[src/rtl/mcu_wb_arbiter.sv]
// Round-robin arbiter for the integer register-file write port. It registers the
// winning write into a single writeback stage that also feeds bypass and busy logic.
module mcu_wb_arbiter #(
    parameter int NUM_REQ = 3,
    parameter int XLEN    = 32
) (
    input  logic                    clk,
    input  logic                    rst_n,
    input  logic [NUM_REQ-1:0]      req_valid,
    output logic [NUM_REQ-1:0]      req_ready,
    input  logic [NUM_REQ*5-1:0]    req_rd,
    input  logic [NUM_REQ*XLEN-1:0] req_data,
    output logic                    rf_we,
    output logic [4:0]              rf_waddr,
    output logic [XLEN-1:0]         rf_wdata,
    output logic [2:0]              grant_id,
    output logic [31:0]             busy_mask
);

    logic [2:0]         rr_ptr;
    logic [2:0]         rr_ptr_nxt;
    logic [NUM_REQ-1:0] wr_req_p0;
    logic [NUM_REQ-1:0] x0_req_p0;
    logic               vld_p0;
    logic [2:0]         gnt_idx_p0;
    logic [4:0]         gnt_rd_p0;
    logic [XLEN-1:0]    gnt_data_p0;

    logic               vld_p1;
    logic [4:0]         rd_p1;
    logic [XLEN-1:0]    data_p1;
    logic [2:0]         gnt_idx_p1;

    // ---- stage p0: request classification and round-robin selection ----
    always_comb begin
        wr_req_p0 = '0;
        x0_req_p0 = '0;
        for (int i = 0; i < NUM_REQ; i++) begin
            wr_req_p0[i] = req_valid[i] && (req_rd[5*i +: 5] != 5'd0);
            x0_req_p0[i] = req_valid[i] && (req_rd[5*i +: 5] == 5'd0);
        end
    end

    // Scan from the farthest offset down so the nearest requester to rr_ptr wins.
    always_comb begin
        vld_p0     = 1'b0;
        gnt_idx_p0 = '0;
        for (int k = NUM_REQ - 1; k >= 0; k--) begin
            if (wr_req_p0[(int'(rr_ptr) + k) % NUM_REQ]) begin
                vld_p0     = 1'b1;
                gnt_idx_p0 = 3'((int'(rr_ptr) + k) % NUM_REQ);
            end
        end
    end

    always_comb begin
        gnt_rd_p0   = req_rd[int'(gnt_idx_p0)*5 +: 5];
        gnt_data_p0 = req_data[int'(gnt_idx_p0)*XLEN +: XLEN];
    end

    // x0 writes are sunk here without touching the port; reset masks every handshake.
    always_comb begin
        req_ready = '0;
        if (rst_n) begin
            for (int i = 0; i < NUM_REQ; i++) begin
                req_ready[i] = x0_req_p0[i] || (vld_p0 && (gnt_idx_p0 == 3'(i)));
            end
        end
    end

    always_comb begin
        rr_ptr_nxt = rr_ptr;
        if (vld_p0) begin
            rr_ptr_nxt = (int'(gnt_idx_p0) == NUM_REQ - 1) ? 3'd0 : gnt_idx_p0 + 3'd1;
        end
    end

    always_ff @(posedge clk or negedge rst_n) begin
        if (!rst_n) begin
            rr_ptr <= '0;
        end else begin
            rr_ptr <= rr_ptr_nxt;
        end
    end

    // ---- stage p1: writeback register driving the register file ----
    always_ff @(posedge clk or negedge rst_n) begin
        if (!rst_n) begin
            vld_p1     <= 1'b0;
            rd_p1      <= '0;
            data_p1    <= '0;
            gnt_idx_p1 <= '0;
        end else begin
            vld_p1 <= vld_p0;
            if (vld_p0) begin
                rd_p1      <= gnt_rd_p0;
                data_p1    <= gnt_data_p0;
                gnt_idx_p1 <= gnt_idx_p0;
            end
        end
    end

    always_comb begin
        rf_we     = vld_p1;
        rf_waddr  = rd_p1;
        rf_wdata  = data_p1;
        grant_id  = gnt_idx_p1;
        busy_mask = vld_p1 ? (32'd1 << rd_p1) : 32'd0;
    end

endmodule

[config.mk]
export PLATFORM = sky130hd
export DESIGN_NAME = mcu_wb_arbiter
export DESIGN_NICKNAME = d
export VERILOG_FILES = /design/src/rtl/mcu_wb_arbiter.sv
export SDC_FILE = /design/constraint.sdc
export NUM_CORES = 1
export LEC_CHECK = 0
export CORE_UTILIZATION = 40
export CTS_CLUSTER_DIAMETER = 100
export DETAILED_ROUTE_END_ITERATION = 8
export GPL_TIMING_DRIVEN = 1
export MAX_ROUTING_LAYER = met4
export PLACE_DENSITY = 0.78
export SYNTH_ARGS = -nofsm -noshare
export SYNTH_HDL_FRONTEND = slang
export SYNTH_SLANG_ARGS = --single-unit
[constraint.sdc]
create_clock -name clk -period 15.35 [get_ports clk]
set_input_delay 3.07 -clock clk [delete_from_list [all_inputs] [get_ports clk]]
set_output_delay 3.07 -clock clk [all_outputs]
set_load 0.1 [all_outputs]
==> impl_results.md <==
* Run status: finished clean
* Unrepaired setup endpoints after global routing: false
* CTS Buf Count at 5
* Synth warn at 0
* CORE AREA at 9860 um2
* Finished Layout Cells at 838
* Number of global-route vias before repair at 4,705
* Startpoint types: primary input
* CTS Hold Bufs at 0
* Initial DRC Count at 243
* Type of the worst setup path: in -> out
* Worst skew pair latency at 0.31 ns
* CP bufs+invs at 2
* Most instantiated cells after synthesis: nand2_1, nand4_1, nor2_1, a21oi_1, dfrtp_1
* Slew headroom at 16.9%
* TNS Setup at 0 ns
* First-pass GRT wire length at 23,000 um
* Hold/Removal Path Class: reg -> reg
* Htree depth at 2
* Sink Count at 44
* WL final at 14,900 um
* Avg Cell Area, Syn at 7.52 um2
* Crit-path slowest cell: clkdlybuf4s50_1
* Post-Route Skew at 0.0100 ns
* Largest stage delay, worst path at 1.16 ns
* Most common cell in the netlist: nand2_1
* EDFF count, synth at 0
* Mapped Cells at 547
* Die height at 103 um
* Fraction of registers with async set/reset at 100%
* Largest net degree at the start of global routing at 48
* Area leader, netlist: dfrtp_1
* Sequential-to-total area share from yosys stat at 26.8%
* Synth-to-layout area growth at 49.0%
* Via count at 4,922
* Top Family by Delay on Critical Path: simple AND/OR/NAND/NOR gates
* CP required at 12.28 ns
* Fin crit period at 11.03 ns
* Die W at 103 um
* Max clock buf depth at 2
* Nets@finish at 837
* Seq cells post-synth at 44
* Die area at 10,700 um2
* Antenna violations before repair at 0
* Antenna diodes at 0
* Final ANT Viol Nets at 0
* Area of the multi-input gates at 2680 um2
* Number of port buffers at 191
* Clock-pin slew on the worst setup and hold paths at 0.08 ns
* Drt pass-1 iters at 6
* TritonCTS clock tree: done
* Avg WL per Cell at 17.7 um
* Setup Fix Bufs, Post-CTS at 0
* Critical path endpoint category: output port
* Placed cell count at 830
* Final Wtd Congestion at 0.943
* Top cell type's share of synthesized area at 26.8%
* DR vias/cell at 5.87
* Maxcap violations at 0
* Layout fillers at 871
* I/O pin cnt at 192
* Num rows at 36
* Final setup fails at 0
* Final Cycle Share at 71.9%
* Net Count, Synth at 680
* Achievable frequency at 90.6 MHz
* Layout cells sized above 1 at 5.39%
* Final hold vios at 0
* Post-DP HPWL at 10,700 um
* Transition time of the tightest slew-check pin at 1.22 ns
* GRT Total Usage at 28.6%
* Pins Over Slew Limit at 0
* CTS resizes at 0
* CTS Root Cell: clkbuf_8
* GRT Residual Overflow at 0
* CP Max Fanout at 27
* Initial Utilization at 41.7%
* Largest cells by area after synthesis: dfrtp_1, nand4_1, nand2_1, a21oi_1, ha_1
* Reg area at 1100 um2
* Area of the mapped netlist at 4120 um2
* R2R Setup Slk at 9.04 ns
* Worst Path Arrival at 7.96 ns
* Top FF cell, synth: dfrtp_1
* # DRC at 0
* Cells along the critical path: clkdlybuf4s50_1, or4_1, o211ai_1, a21oi_1, or3b_2, nand2_1, or4_1, nand3_4, a21boi_1, clkdlybuf4s50_1
* Cell variety after synth at 63
layout by cell type (no fill, tap or decap), types with 14 or more instances in the layout:
| cell type | Yosys | layout |
|---|---|---|
| a21oi_1 | 44 | 44 |
| a22oi_1 | 14 | 14 |
| clkdlybuf4s50_1 | 0 | 190 |
| dfrtp_1 | 44 | 44 |
| ha_1 | 17 | 17 |
| inv_1 | 34 | 34 |
| nand2_1 | 89 | 89 |
| nand4_1 | 60 | 60 |
| nor2_1 | 46 | 46 |
| o2111ai_1 | 21 | 21 |
| o211ai_1 | 17 | 17 |
area by class of cell:
class,instances,share of cell area (%)
clock inverters,1,0.122
clock buffers,7,1.41
inverters,36,2.20
multi-input cells,419,43.7
well taps,133,2.71
repair buffers,198,31.9
flip-flops and latches,44,18.0
cell families after synthesis:
family                   after synthesis  synth area share (%)
AO/OA/AOI/OAI                        149                  25.9
XOR/XNOR                               5                  1.25
adder cells (fa/ha/maj)               17                  5.17
buffers and inverters                 84                  9.27
flip-flops                            44                  26.8
multiplexers                           9                  2.28
AND/OR/NAND/NOR                      239                  29.3
worst reg2reg max path, delay by kind of cell, from the launching register on:
kind	cells	cell delay (ns)
AO/OA/AOI/OAI	7	1.85
AND/OR/NAND/NOR	2	1.50
adder cells (fa/ha/maj)	4	1.34
flip-flops	1	0.84
buffers and inverters	3	0.69
metrics by stage:
step / worst slack [ns] / cell area [um2] / hold WS [ns] / util (%)
floorplan: 5.71 / 4120 / 0.681 / -
global placement: 4.44 / 6040 / 0.470 / 61.2
detailed placement: 4.39 / 6040 / 0.479 / 61.2
CTS: 4.38 / 6130 / 0.498 / 62.2
global route: 4.12 / 6130 / 0.517 / 62.2
finish: 4.32 / 6130 / 0.495 / 62.2
flip-flops by register name, indices dropped and copies added (netlist names):
register,count
rf_waddr,5
rr_ptr,3
grant_id,3
rf_we,1
rf_wdata,32
path summary, 6_finish.rpt:
check,cells past startpoint,start,to
min in group asynchronous,2,rst_n,rf_wdata[7]$_DFFE_PN0P_
hold / removal,1,grant_id[2]$_DFFE_PN0P_,grant_id[2]$_DFFE_PN0P_
max in group asynchronous,2,rst_n,grant_id[0]$_DFFE_PN0P_
hold reg to reg,1,grant_id[2]$_DFFE_PN0P_,grant_id[2]$_DFFE_PN0P_
setup reg to reg,16,rr_ptr[0]$_DFFE_PN0P_,rf_wdata[4]$_DFFE_PN0P_
setup / recovery,10,req_rd[5],req_ready[2]
metal layers:
layer,track usage (%),up-vias,wire (um)
met5,-,-,0
met4,12.2,0,495
met3,3.63,43,997
li1,-,2334,-
met1,36.1,2283,6450
met2,46.0,262,6920
Power is not shown: default switching activity piles up to over one toggle a cycle in this logic, so the estimate is an artifact.
==> RTL edit 1: new RTL, same flow settings <==
The parameter `NUM_REQ` goes from 3 to 5.
--- a/src/rtl/mcu_wb_arbiter.sv
+++ b/src/rtl/mcu_wb_arbiter.sv
@@ -1,7 +1,7 @@
 // Round-robin arbiter for the integer register-file write port. It registers the
 // winning write into a single writeback stage that also feeds bypass and busy logic.
 module mcu_wb_arbiter #(
-    parameter int NUM_REQ = 3,
+    parameter int NUM_REQ = 5,
     parameter int XLEN    = 32
 ) (
     input  logic                    clk,
Ports: changed (resized req_data, req_rd, req_ready and req_valid); port bits go from 192 to 270. The function was not compared with the original's and may differ.
==> RTL edit 1 against the original RTL <==
- sequential share of layout area fell by 4.1 points
- sequential cell count is the same
- synthesized cell count is the same
- first-iteration DRC count increased by 75%
- area after synthesis increased by 21%
- design area grew 29%
- wire length increased by 46%
- worst setup slack lost 0.43 ns
- clock skew shrank 0.0048 ns
Power is not shown: default switching activity piles up to over one toggle a cycle in this logic, so the estimate is an artifact.
==> RTL edit 1: results (changes against the original RTL) <==
setup slack after placement=3.96 ns (was 4.39 ns); global-route met1 utilization=37.4% (was 36.1%); layout inverter count without the clock tree=16 (was 36); clock buf count=5 (was 7); Fin Hold WS=0.483 ns (was 0.495 ns); Pre-Repair DR Iteration Count=5 (was 6); clk tree area frac=2.11% (was 1.53%); multi-input gate area in the final layout=0.00364 sq mm (was 0.00268 sq mm); Worst Hold Endpoint=grant_id[0]$_DFFE_PN0P_ (was grant_id[2]$_DFFE_PN0P_); clock latency on the worst-skew pair=0.29 ns (was 0.31 ns); post-synth net total=760 (was 680); Netlist cell types=78 (was 63); slew at the pin closest to its max-slew limit=1.06 ns (was 1.22 ns); sequential share of cell area=13.9% (was 18.0%); xor/xnor share of the synthesized area=2.43% (was 1.25%); instance area after placement=0.00777 sq mm (was 0.00604 sq mm); P&R area growth vs syn=59.0% (was 49.0%); data arrival time of the critical path=8.40 ns (was 7.96 ns); buffers added on ports=269 (was 191); gpl congestion=0.887 (was 0.943); R2R Path End=rf_wdata[11]$_DFFE_PN0P_ (was rf_wdata[4]$_DFFE_PN0P_); Cell Count Post-Placement=952 (was 830); GR Util met2=58.5% (was 46.0%); cell type group with the largest total delay on the critical path=buffers and inverters (was simple AND/OR/NAND/NOR gates); wire length of the first global-routing pass=32400 um (was 23000 um); post-synthesis adder-cell area fraction=5.26% (was 5.17%); fraction of final layout cells with drive strength greater than 1=10.6% (was 5.39%); via count of the first global-routing pass=5830 (was 4705); path depth of the worst reg2reg path=19 (was 16); initial antenna violation count=2 (was 0); ranking of synthesized cells by instance count=sky130_fd_sc_hd__mux2i_1, sky130_fd_sc_hd__dfrtp_1, sky130_fd_sc_hd__nor2_1 (was sky130_fd_sc_hd__nand2_1, sky130_fd_sc_hd__nand4_1, sky130_fd_sc_hd__nor2_1); Met2 Routed Length=11100 um (was 6920 um); final net count=1004 (was 837); fraction of area in non-clock buffers=34.7% (was 31.9%); wl on met1=8100 um (was 6450 um); result of the run=completed (unchanged); Compound-Gate Fraction of Synth Area=29.9% (was 25.9%); Total Routed Length=21700 um (was 14900 um); synth top area cells=sky130_fd_sc_hd__dfrtp_1, sky130_fd_sc_hd__mux2i_1, sky130_fd_sc_hd__o221ai_2, sky130_fd_sc_hd__a22oi_1, sky130_fd_sc_hd__ha_1 (was sky130_fd_sc_hd__dfrtp_1, sky130_fd_sc_hd__nand4_1, sky130_fd_sc_hd__nand2_1, sky130_fd_sc_hd__a21oi_1, sky130_fd_sc_hd__ha_1); Total GRT Usage=34.0% (was 28.6%); Ant. Diodes=2 (was 0); GR Util met3=6.11% (was 3.63%)
-- RTL edit 1: cell count changes after synthesis, moves of 20 or more --
cell	before	now
sky130_fd_sc_hd__a21oi_1	44	21
sky130_fd_sc_hd__a22oi_1	14	38
sky130_fd_sc_hd__inv_1	34	11
sky130_fd_sc_hd__mux2i_1	6	81
sky130_fd_sc_hd__nand2_1	89	36
sky130_fd_sc_hd__nand4_1	60	3
sky130_fd_sc_hd__o2111ai_1	21	1
sky130_fd_sc_hd__o221ai_2	0	30
-- RTL edit 1: how the worst max path moves through the flow --
stage / from / endpoint / slack, ns / cells past startpoint
6_report: req_rd[5] / req_ready[0] / 3.88 / 13
5_1_grt: req_rd[5] / req_ready[0] / 3.67 / 14
4_1_cts: req_rd[5] / req_ready[0] / 3.93 / 13
3_5_place_dp: req_rd[5] / req_ready[0] / 3.96 / 13
3_3_place_gp: req_rd[6] / req_ready[0] / 4.09 / 13
2_1_floorplan: req_rd[5] / req_ready[3] / 4.41 / 14
==> RTL edit 2: new RTL, same flow settings <==
Made on the original files. Make the reset (`rst_n`) synchronous in 2 clocked blocks.
--- a/src/rtl/mcu_wb_arbiter.sv
+++ b/src/rtl/mcu_wb_arbiter.sv
@@ -75,7 +75,7 @@
         end
     end
 
-    always_ff @(posedge clk or negedge rst_n) begin
+    always_ff @(posedge clk) begin
         if (!rst_n) begin
             rr_ptr <= '0;
         end else begin
@@ -84,7 +84,7 @@
     end
 
     // ---- stage p1: writeback register driving the register file ----
-    always_ff @(posedge clk or negedge rst_n) begin
+    always_ff @(posedge clk) begin
         if (!rst_n) begin
             vld_p1     <= 1'b0;
             rd_p1      <= '0;
Function: differs if rst_n is asserted again (counterexample within 4 cycles, from zero or initial values and one cycle with rst_n low); with rst_n held inactive, the same outputs for 4 cycles.
==> RTL edit 2 against the original RTL <==
- worst setup slack improved by 0.36 ns
- sequential cell count did not move
- wire length decreased by 8.7%
- highest routed layer unchanged
- area after synthesis is 14% lower
- first-iteration DRC count is 28% higher
- design area down 10%
- clock skew fell by 0.0030 ns
- core utilization is 3.7 points higher
- non-clock buffer count down 2
==> RTL edit 2: results (changes against the original RTL) <==
hold path cells=2 (was 1); maximum clock path buffer count=2 (unchanged); source of the worst register-to-register timing path=rr_ptr[0]$_SDFFE_PN0P_ (was rr_ptr[0]$_DFFE_PN0P_); total of warnings raised by yosys=0 (unchanged); clock slew at reported path FFs=0.08 ns (about the same); clock skew=0.00700 ns (was 0.0100 ns); fraction of final layout cells with drive strength greater than 1=5.72% (was 5.39%); setup slack of the most critical reg-to-reg path=9.54 ns (was 9.04 ns); wire length of the first global-routing pass=19600 um (was 23000 um); via count of the first global-routing pass=3900 (was 4705); slowest stage cell on the critical path=sky130_fd_sc_hd__clkdlybuf4s50_1 (unchanged); data arrival time of the critical path=7.61 ns (was 7.96 ns); number of filler instances in the final layout=693 (was 871); static leakage power=2.05 nW; R2R Path End=rf_wdata[22]$_SDFFE_PN0P_ (was rf_wdata[4]$_DFFE_PN0P_); Async S/R FF share, synth=0% (was 100%); clock latency on the worst-skew pair=0.30 ns; post-synth net total=576 (was 680); worst hold path class=reg -> reg (unchanged); DP HPWL=10400 um (was 10700 um); Pre-Repair DR Iteration Count=5 (was 6); number of DRC markers in iteration 0=312 (was 243); vias=4302 (was 4922); H-tree lvl count=2 (unchanged); Netlist cell types=74 (was 63); Ant. Diodes=0 (unchanged); instance area after placement=0.00543 sq mm (was 0.00604 sq mm); path depth of the worst reg2reg path=15 (was 16); hold path startpoint=grant_id[2]$_SDFFE_PN0P_ (was grant_id[2]$_DFFE_PN0P_); Crit Path Max Fanout=24 (was 27); root buffer cell=sky130_fd_sc_hd__clkbuf_8 (unchanged); relative slew slack=18.7% (was 16.9%); maximum vdd ir drop=0.112 mV; Worst Hold Endpoint=grant_id[2]$_SDFFE_PN0P_ (was grant_id[2]$_DFFE_PN0P_); ranking of synthesized cells by instance count=sky130_fd_sc_hd__dfxtp_1, sky130_fd_sc_hd__nor2_1, sky130_fd_sc_hd__nand2_1 (was sky130_fd_sc_hd__nand2_1, sky130_fd_sc_hd__nand4_1, sky130_fd_sc_hd__nor2_1); flip-flop count of the largest register after layout=32 (unchanged); result of the run=completed (unchanged); buffers added on ports=191 (unchanged); gpl congestion=1.04 (was 0.943); cell type group with the largest total delay on the critical path=buffers and inverters (was simple AND/OR/NAND/NOR gates); clock buffer count from CTS=5 (unchanged); setup slack after placement=4.49 ns (was 4.39 ns); portion of the post-synthesis area used by sequential elements=24.8% (was 26.8%); initial antenna violation count=0 (unchanged); Total GRT Usage=28.6% (about the same); setup fix buffers added after clock tree synthesis=0 (unchanged); synth top area cells=sky130_fd_sc_hd__dfxtp_1, sky130_fd_sc_hd__ha_1, sky130_fd_sc_hd__a221o_1, sky130_fd_sc_hd__a32o_1, sky130_fd_sc_hd__nor2_1 (was sky130_fd_sc_hd__dfrtp_1, sky130_fd_sc_hd__nand4_1, sky130_fd_sc_hd__nand2_1, sky130_fd_sc_hd__a21oi_1, sky130_fd_sc_hd__ha_1); final net count=745 (was 837); average routed wire per standard cell=18.9 um (was 17.7 um); Resized cells post-CTS=0 (unchanged); Worst path max stage delay=1.16 ns (about the same); largest net degree at the start of global routing=36 (was 48)
## RTL edit 2: changes by cell type after synthesis, sizes merged, moves of 17 or more
cell,delta
a21oi,-31
a221o,+20
a32o,+20
dfrtp,-44
dfxtp,+44
nand2,-55
nand3,+17
nand4,-43
nor3,+20
o2111ai,-21
## RTL edit 2: tightest hold or removal path: cells and delay by family (launching register included)
| family | cells | cell delay (ns) |
|---|---|---|
| simple gates | 1 | 0.05 |
| compound gates | 1 | 0.05 |
| flops | 1 | 0.31 |
## RTL edit 2: worst max-delay path by stage
stage                              end  slack (ns)  cells after the start       from
after global placement    req_ready[0]        4.67                     11  req_rd[1]
after CTS                 req_ready[0]        4.48                     11  req_rd[1]
after global routing      req_ready[1]        4.48                     11  req_rd[0]
after floorplan           req_ready[1]        5.79                     10  req_rd[5]
final                     req_ready[1]        4.67                     11  req_rd[1]
after detailed placement  req_ready[0]        4.49                     11  req_rd[1]
## RTL edit 2: logic make-up (layout without fill, tap and decap cells)
logic type | after synthesis | in the layout | synth area share (%)
flip-flops | 44 | 44 | 24.8
AO/OA/AOI/OAI | 134 | 134 | 31.6
buffers and inverters | 57 | 226 | 8.15
adder cells (fa/ha/maj) | 17 | 17 | 6.00
multiplexers | 5 | 5 | 1.66
AND/OR/NAND/NOR | 181 | 181 | 26.3
XOR/XNOR | 5 | 5 | 1.45
## RTL edit 2: area by class of cell
| type | count | area [sq um] | share of cell area, % |
|---|---|---|---|
| well taps | 105 | 131 | 2.38 |
| repair buffers | 196 | 1950 | 35.3 |
| flip-flops and latches | 44 | 881 | 16.0 |
| inverters | 23 | 86.3 | 1.56 |
| clock buffers | 5 | 68.8 | 1.25 |
| clock inverters | 2 | 12.5 | 0.227 |
| multi-input cells | 342 | 2390 | 43.3 |
## RTL edit 2: metal layers
| layer | up-vias | GRT usage [%] | share of wire (%) |
|---|---|---|---|
| li1 | 2019 | - | - |
| met1 | 1961 | 32.6 | 38 |
| met2 | 271 | 49.1 | 50 |
| met3 | 51 | 5.29 | 8.4 |
| met4 | 0 | 11.7 | 4.0 |
| met5 | - | - | 0 |
## RTL edit 2: stage by stage
step	util (%)	hold slack [ns]	std cells
CTS	65.7	0.458	717
floorplan	-	0.582	443
detailed placement	64.7	0.442	710
global route	65.8	0.482	717
finish	65.8	0.456	717
global placement	64.7	0.435	710
## RTL edit 2: where the power goes
part,switching (mW),internal [mW]
logic,0.797,0.370
clock network,0.0427,0.0309
registers,0.0413,0.159
